## src/rtl/pll_mon_pkg.sv

```systemverilog
// rtl/pll_mon_pkg.sv - shared state type, default constants and band check for the PLL monitor
package pll_mon_pkg;

    typedef enum logic [1:0] {
        ACQ    = 2'd0,
        LOCKED = 2'd1,
        FAULT  = 2'd2
    } mon_state_t;

    localparam int DEF_GATE_CYCLES  = 27000;
    localparam int DEF_EXPECTED_CNT = 1875;
    localparam int DEF_TOL_CNT      = 4;
    localparam int DEF_LOCK_WINDOWS = 4;
    localparam int DEF_CNT_W        = 16;
    localparam int DEF_STALL_CYCLES = 64;

    function automatic logic band_ok(input logic [31:0] cnt, input int unsigned expected,
                                     input int unsigned tol);
        return (cnt >= 32'(expected - tol)) && (cnt <= 32'(expected + tol));
    endfunction

endpackage

```

## src/rtl/pll_mon_sync_edge.sv

```systemverilog
// rtl/pll_mon_sync_edge.sv - 2-FF synchronizer plus edge detect for an async toggle strobe
module pll_mon_sync_edge (
    input  logic clk,
    input  logic rst_n,
    input  logic async_in,
    output logic edge_pulse
);

    logic ff1, ff2, ff3;

    always_ff @(posedge clk or negedge rst_n) begin
        if (!rst_n) begin
            ff1 <= 1'b0;
            ff2 <= 1'b0;
            ff3 <= 1'b0;
        end else begin
            ff1 <= async_in;
            ff2 <= ff1;
            ff3 <= ff2;
        end
    end

    // both toggle directions are edges
    assign edge_pulse = ff2 ^ ff3;

endmodule

```

## src/rtl/pll_clk_monitor.sv

```systemverilog
// rtl/pll_clk_monitor.sv - PLL frequency monitor: gated edge count, lock FSM, downstream reset
// PLLMON_STALL_DETECT_EN adds a mid-window stall detector.
module pll_clk_monitor
    import pll_mon_pkg::*;
#(
    parameter int GATE_CYCLES  = DEF_GATE_CYCLES,
    parameter int EXPECTED_CNT = DEF_EXPECTED_CNT,
    parameter int TOL_CNT      = DEF_TOL_CNT,
    parameter int LOCK_WINDOWS = DEF_LOCK_WINDOWS,
    parameter int CNT_W        = DEF_CNT_W
`ifdef PLLMON_STALL_DETECT_EN
    , parameter int STALL_CYCLES = DEF_STALL_CYCLES
`endif
) (
    input  logic             clk,
    input  logic             rst_n,
    input  logic             meas_tog,
    input  logic             fault_clr,
    output logic             locked,
    output logic             rst_out_n,
    output logic [CNT_W-1:0] freq_count,
    output logic             count_valid,
    output logic             fault_sticky
);

    localparam int GATE_W = $clog2(GATE_CYCLES);
    localparam int GOOD_W = $clog2(LOCK_WINDOWS + 1);
    localparam logic [GATE_W-1:0] GATE_LAST = GATE_W'(GATE_CYCLES - 1);
    localparam logic [GOOD_W-1:0] GOOD_LAST = GOOD_W'(LOCK_WINDOWS - 1);
    localparam logic [CNT_W-1:0]  CNT_MAX   = '1;

    logic              edge_seen;
    logic [GATE_W-1:0] gate_cnt;
    logic [CNT_W-1:0]  edge_cnt;
    logic [GOOD_W-1:0] good_cnt;
    mon_state_t        state;
    logic              window_end;
    logic              window_good;
    logic              stall;
    logic              restart;

    pll_mon_sync_edge u_sync_edge (
        .clk       (clk),
        .rst_n     (rst_n),
        .async_in  (meas_tog),
        .edge_pulse(edge_seen)
    );

    assign window_end  = (gate_cnt == GATE_LAST);
    // a saturated counter means the real count is unknown, so never treat it as good
    assign window_good = band_ok(32'(edge_cnt), EXPECTED_CNT, TOL_CNT) && (edge_cnt != CNT_MAX);

`ifdef PLLMON_STALL_DETECT_EN
    localparam int STALL_W = $clog2(STALL_CYCLES + 1);
    logic [STALL_W-1:0] stall_cnt;

    always_ff @(posedge clk or negedge rst_n) begin
        if (!rst_n)
            stall_cnt <= '0;
        else if (edge_seen || stall)
            stall_cnt <= '0;
        else
            stall_cnt <= stall_cnt + 1'b1;
    end

    assign stall = !edge_seen && (stall_cnt == STALL_W'(STALL_CYCLES - 1));
`else
    assign stall = 1'b0;
`endif

    assign restart = stall && (state == LOCKED);

    always_ff @(posedge clk or negedge rst_n) begin
        if (!rst_n) begin
            gate_cnt    <= '0;
            edge_cnt    <= '0;
            freq_count  <= '0;
            count_valid <= 1'b0;
        end else begin
            count_valid <= 1'b0;
            if (restart) begin
                gate_cnt <= '0;
                edge_cnt <= '0;
            end else if (window_end) begin
                gate_cnt    <= '0;
                freq_count  <= edge_cnt;
                count_valid <= 1'b1;
                edge_cnt    <= CNT_W'(edge_seen);
            end else begin
                gate_cnt <= gate_cnt + 1'b1;
                if (edge_seen && (edge_cnt != CNT_MAX))
                    edge_cnt <= edge_cnt + 1'b1;
            end
        end
    end

    always_ff @(posedge clk or negedge rst_n) begin
        if (!rst_n) begin
            state        <= ACQ;
            good_cnt     <= '0;
            locked       <= 1'b0;
            fault_sticky <= 1'b0;
        end else begin
            // clear first so a same-cycle FAULT entry below overrides it
            if (fault_clr)
                fault_sticky <= 1'b0;
            case (state)
                ACQ: begin
                    if (stall) begin
                        good_cnt <= '0;
                    end else if (window_end) begin
                        if (!window_good) begin
                            good_cnt <= '0;
                        end else begin
                            good_cnt <= good_cnt + 1'b1;
                            if (good_cnt == GOOD_LAST) begin
                                state  <= LOCKED;
                                locked <= 1'b1;
                            end
                        end
                    end
                end
                LOCKED: begin
                    if (stall || (window_end && !window_good)) begin
                        state        <= FAULT;
                        locked       <= 1'b0;
                        fault_sticky <= 1'b1;
                    end
                end
                FAULT: begin
                    state    <= ACQ;
                    good_cnt <= '0;
                end
                default: begin
                    state  <= ACQ;
                    locked <= 1'b0;
                end
            endcase
        end
    end

    always_ff @(posedge clk or negedge rst_n) begin
        if (!rst_n)
            rst_out_n <= 1'b0;
        else
            rst_out_n <= locked;
    end

endmodule

```

## config.mk

```make
export PLATFORM = sky130hd
export DESIGN_NAME = pll_clk_monitor
export DESIGN_NICKNAME = d
export VERILOG_FILES = /design/src/rtl/pll_mon_pkg.sv /design/src/rtl/pll_mon_sync_edge.sv /design/src/rtl/pll_clk_monitor.sv
export SDC_FILE = /design/constraint.sdc
export NUM_CORES = 1
export LEC_CHECK = 0
export ABC_AREA = 1
export CAP_MARGIN = 10
export CORE_UTILIZATION = 50
export DETAILED_ROUTE_END_ITERATION = 7
export HOLD_SLACK_MARGIN = 0.03
export PLACE_DENSITY = 0.74
export SETUP_SLACK_MARGIN = 0.5
export SYNTH_ARGS = -nofsm -noshare
export SYNTH_HDL_FRONTEND = slang
export SYNTH_SLANG_ARGS = --single-unit
```

## constraint.sdc

```tcl
create_clock -name clk -period 2.04 [get_ports clk]
set_input_delay 0.408 -clock clk [delete_from_list [all_inputs] [get_ports clk]]
set_output_delay 0.408 -clock clk [all_outputs]
set_load 0.01 [all_outputs]
```

# --- Word-level counts from Yosys, hierarchy flattened ---
# Cells that the tools add are included.
word_totals:
  regBits: 59
  wordCells: 59
op_classes:
  addsub: 3
  n_lt_le_gt_ge: 2
  n_eq_ne: 9
  n_mux: 20
  bitwise: 2
  reduce_logical: 11
ops:
  columns: ["op", "count"]
  rows:
  - ["$mux 16", 2]
  - ["$add 16x1->16 const B", 1]
  - ["$ge 16x11->1 const B", 1]
  - ["$le 16x11->1 const B", 1]
  - ["$ne 16x16->1 const B", 1]
  - ["$add 15x1->15 const B", 1]
  - ["$eq 15x15->1 const B", 1]
  - ["$mux 15", 1]
  - ["$mux 1", 8]
  - ["$mux 2", 4]
  - ["$mux 3", 2]
  - ["$ne 2x2->1 const B", 3]
  - ["$pmux 3 s2", 1]
  - ["$reduce_and 5->1", 1]
  - ["$logic_and 1x1->1", 4]
  - ["$pmux 2 s2", 1]
  - ["$reduce_and 4->1", 1]
  - ["$reduce_bool 2->1", 2]
  - ["$add 3x1->3 const B", 1]
  - ["$eq 3x2->1 const B", 1]
  - ["$pmux 1 s3", 1]
  - ["$eq 2x1->1 const B", 1]
  - ["$eq 2x2->1 const B", 1]
  - ["$logic_not 2->1", 1]
  - ["other kinds (5)", 5]

# --- Longest topological paths before layout ---
logic_depth:
  ltp_word: 7
  depth_mapped: 12

# --- By module ---
# A second synthesis with hierarchy kept.
hier_totals:
  cells_unflattened: 368
  hier_area_um2: 2980.4
modules_own_cells:
  columns: ["mod", "n_inst", "cells_each", "area_per_inst_um2", "seq_area_each_um2"]
  rows:
  - ["pll_clk_monitor", 1, 360, 2886.5, 1401.3]
  - ["pll_mon_sync_edge", 1, 8, 93.8, 75.1]

# --- Worst setup path before layout ---
# Ideal clock, no wire load.
synth_path:
  path_type: "flip-flop to flip-flop"
  start: "register edge_cnt[0]"
  end: "register edge_cnt[0]"
  setup_time_ns: 0.117
  t_arrival_ns: 1.432
  required_ns: 1.923
  path_slack_ns: 0.490
  path_stages_with_launch: 10
  synth_period_minus_slack_ns: 1.550
  cell_sequence: "dfrtp_1 ha_1 nand3_1 inv_1 nand2_1 o21ai_4 nand2_2 buf_6 nand2_1 nand2_1"
synth_via:
  elab_chain_cells: 3
  elab_cells_between_ends: 6
  classes_between: "1 x add/sub; 1 x eq/ne; 2 x mux; 2 x reduce/logical"
synth_lines:
  columns: ["element", "line_no", "text"]
  rows:
  - ["start: declaration", "pll_clk_monitor.sv:34", "logic [CNT_W-1:0] edge_cnt;"]
  - ["start signal: assignment", "pll_clk_monitor.sv:88", "edge_cnt <= CNT_W'(edge_seen);"]
  - ["start signal: assignment", "pll_clk_monitor.sv:92", "edge_cnt <= edge_cnt + 1'b1;"]
  - ["$add 16x1->16 or $ne 16x16->1 (tied branches)", "pll_clk_monitor.sv:92, pll_clk_monitor.sv:91", null]
  - ["$mux 16 or $logic_and 1x1->1 (tied branches)", "pll_clk_monitor.sv:91", "if (edge_seen && (edge_cnt != CNT_MAX))"]
  - ["$mux 16 or $reduce_bool 2->1 (tied branches)", null, null]
# Parallel ways exist; a longest one is shown, timed or not. The select of a mux whose other input is x is not followed.
# A chain may end at the register's enable or synchronous reset.

# --- Worst setup path after layout ---
layout_path:
  start: "register gate_cnt[0]"
  end: "register edge_cnt[2]"
layout_via:
  elab_chain_cells: 2
  elab_cells_between_ends: 3
  classes_between: "1 x eq/ne; 1 x mux; 1 x reduce/logical"
layout_lines:
  columns: ["element", "line_no", "text"]
  rows:
  - ["start: declaration", "pll_clk_monitor.sv:33", "logic [GATE_W-1:0] gate_cnt;"]
  - ["start signal: assignment", "pll_clk_monitor.sv:90", "gate_cnt <= gate_cnt + 1'b1;"]
  - ["$eq 15x15->1 *", "pll_clk_monitor.sv:49", "assign window_end = (gate_cnt == GATE_LAST);"]
  - ["$mux 16 or $reduce_bool 2->1 (tied branches)", null, null]
# Mark *: on every way between the ends. The rest lies on a longest branch, timed or not.

==> results_dict.tcl <==
set metrics [dict create \
    status "finished, final reports clean" \
    finalMaxSlewViolations 0 \
    crit_type "register to register" \
    grt_pass1_vias 2429 \
    final_net_count 418 \
    timing.setup.tns_ns 0 \
    setup_violations 0 \
    clkPwrFrac_pct 36.4 \
    die_h_microns 78.2 \
    yosys.cell_count.top_type "nand2_1" \
    comb_power_share_pct 13.4 \
    report.final.hold_viol_count 0 \
    finalCritPeriodShare_pct 79.0 \
    tightest_slew_ns 0.417 \
    clk_latency_ns 0.35 \
    cts-root-buf "clkbuf_8" \
    vias 2592 \
    synthFlopType "dfrtp_1" \
    max-vdd-ir-drop_mv 0.448 \
    coreArea_sq_um 5540 \
    synth_compound_area_share_pct 10.2 \
    synth_xor_xnor_area_share_pct 2.71 \
    synth_top_area_share_pct 50.8 \
    grt_util_met3_pct 5.35 \
    gp_routability_congestion 0.874 \
    grt_util_met1_pct 31.9 \
    seq_area_frac_synth_pct 50.8 \
    cp_max_fo 15 \
    power_frac_seq_pct 50.2 \
    grt_start_max_net_pins 60 \
    holdBufCountCts 0 \
    hpwl_mm 4.62 \
    numPortBuffers 23 \
    relSlewSlack_pct 72.1 \
    netlist_instances 353 \
    yosys-top-cells-count "nand2_1 (75), dfrtp_1 (59), nor2_1 (45), inv_1 (43), o21ai_0 (31)" \
    intPower_mw 1.85 \
    htree_num_levels 3 \
    wl_per_cell_microns 14.6 \
    fp.dieArea_sq_um 6120 \
    cts_tree "built" \
    p_leak_nw 1.89 \
    async_flop_share_pct 100 \
    crit_path_end_kind "register" \
    drive_gt1_share_pct 23.4 \
    synthSimpleGateAreaFrac_pct 27.0 \
    track_usage_pct 24.2 \
    drt_first_pass_iters 4 \
    fillCellCount 445 \
    start_kind "register" \
    syn-cell-area_sq_um 2900 \
    p_total_mw 2.59 \
    synth_cell_types 27 \
    synth_edf_count 0 \
    synth_top_family_by_area "simple AND/OR/NAND/NOR gates" \
    synth.area.top_cells "dfrtp_1 (51%), nand2_1 (9.7%), nor2_1 (5.8%)" \
    p_sw_share_pct 28.4 \
    initial_core_util_pct 52.4 \
    drt-initial-drc-count 210 \
    drc 0 \
    routed_wl_mm 7.10 \
    period_minus_slack_ns 1.61 \
    viasPerCell 5.33 \
    num_rows 27 \
    numCtsBuffers 9 \
    clk_path_buf_depth 2 \
    area_growth_pct 29.6 \
    synth_nets 362 \
    cts_sinks 59 \
    critPathArrivalTime_ns 1.84 \
    grt_busiest_layer "met2" \
    yosys.area.top_type "dfrtp_1" \
    num_antenna_cells 0 \
    grt_pass1_wl_mm 11.1 \
    met2_usage_pct 36.4 \
    synthMuxAreaShare_pct 0 \
    clk_pin_slew_worst_paths_ns 0.06 \
    final_antenna_net_count 0 \
    ys_ff_latch 59 \
    powerDensity_nw_per_um2 688 \
    syn_avg_cell_area_sq_um 8.23 \
    fin_util_pct 68.0 \
    grt_overflow 0 \
    antenna_found_initial 0 \
    rsz0062_at_grt "yes" \
    hold_class "input pin to asynchronous set/reset pin" \
    fmax_mhz 620 \
    skew_ns 0.00725 \
    stdcell_count 486 \
    cap_violations 0 \
    die_w_microns 78.2 \
    placedCellCount 448 \
    ios 24 \
    switchingPower_mw 0.737 \
    worst_ep_required_time_ns 2.27 \
    yosys_warnings 0 \
    synth_adder_area_share_pct 2.15 \
]
-- power by group through the flow --
stage               combinational, mW  clock [mW]  sequential [mW]
floorplan                       0.191           0             1.30
global route                    0.387        1.00             1.30
finish                          0.348       0.944             1.30
global placement                0.273           0             1.31
CTS                             0.303       0.956             1.29
detailed placement              0.276           0             1.32
-- area by class of cell --
type	instances	area (sq um)	area share, %
clock buffer	14	163	4.32
clock inverter	2	10.0	0.266
inverter	46	180	4.79
multi-input combinational	242	1360	36.0
sequential	59	1480	39.3
tap	72	90.1	2.39
timing repair buffer	51	487	12.9
-- cell usage in the layout (no fill, tap or decap), drive strengths merged, types with 2 or more instances in the layout --
master         instances
dfrtp                 59
o21ai                 41
nor2                  48
nand2                 79
dlygate4sd2           20
a21oi                  8
ha                     5
clkdlybuf4s50          2
nor3                  12
inv                   45
clkbuf                16
nand3                 21
xor2                   8
buf                   27
nand4                 15
clkinv                 3
-- state kept, by name (all words and copies together), names as in the netlist --
register,count
count_valid,1
state,2
u_sync_edge.ff1,1
u_sync_edge.ff2,1
edge_cnt,16
good_cnt,3
fault_sticky,1
locked,1
u_sync_edge.ff3,1
rst_out_n,1
freq_count,16
gate_cnt,15
-- path summary, 6_finish.rpt --
| check | start | to | slack, ns | cells after the start |
|---|---|---|---|---|
| worst max-delay path | gate_cnt[0] | edge_cnt[2] | 0.43 | 10 |
| worst min-delay path | rst_n | gate_cnt[11] | 0.05 | 2 |
| worst max register to register | gate_cnt[0] | edge_cnt[2] | 0.43 | 10 |
| worst min register to register | u_sync_edge.ff1 | u_sync_edge.ff2 | 0.35 | 0 |
| max in group asynchronous | rst_n | edge_cnt[0] | 1.71 | 2 |
| min in group clk | u_sync_edge.ff1 | u_sync_edge.ff2 | 0.35 | 0 |
-- worst max-delay path, stage by stage, from the launching register on --
cell,delay [ns]
dfrtp_1,0.38
ha_2,0.20
nand2_2,0.10
inv_2,0.08
nand2_1,0.08
nor2_4,0.12
nand2_4,0.10
buf_12,0.15
clkbuf_16,0.16
o21ai_0,0.08
a21oi_1,0.05
-- stage by stage --
stage | worst slack, ns | hold slack (ns) | area [sq um]
after floorplan | 0.513 | 0.112 | 2910
after detailed placement | 0.187 | 0.341 | 3250
after CTS | 0.459 | 0.0683 | 3570
final | 0.427 | 0.0539 | 3760
after global placement | 0.188 | 0.339 | 3250
after global routing | 0.352 | 0.0936 | 3760
-- timing repair --
| action | CTS | global route |
|---|---|---|
| buffers inserted | 13 | 7 |
| gates resized for setup | 45 | 32 |
| endpoints found under the setup margin | 60 | 43 |
| cloned | 0 | 2 |
| endpoints found under the hold margin | 0 | 0 |
| pin swaps | 6 | 4 |
-- kinds of logic (layout without fill, tap and decap cells) --
logic type / count (synthesis) / in the layout
AO/OA/AOI/OAI: 50 / 50
buffers and inverters: 52 / 113
flip-flops: 59 / 59
AND/OR/NAND/NOR: 178 / 178
XOR/XNOR: 9 / 9
adder cells (fa/ha/maj): 5 / 5
-- routing by layer --
layer / share of wire [%] / wire [microns]
met4: 3.7 / 263
met5: 0 / 0
met2: 46 / 3280
met3: 4.4 / 313
met1: 46 / 3250
Note: power is estimated with default switching activity, not from simulation.
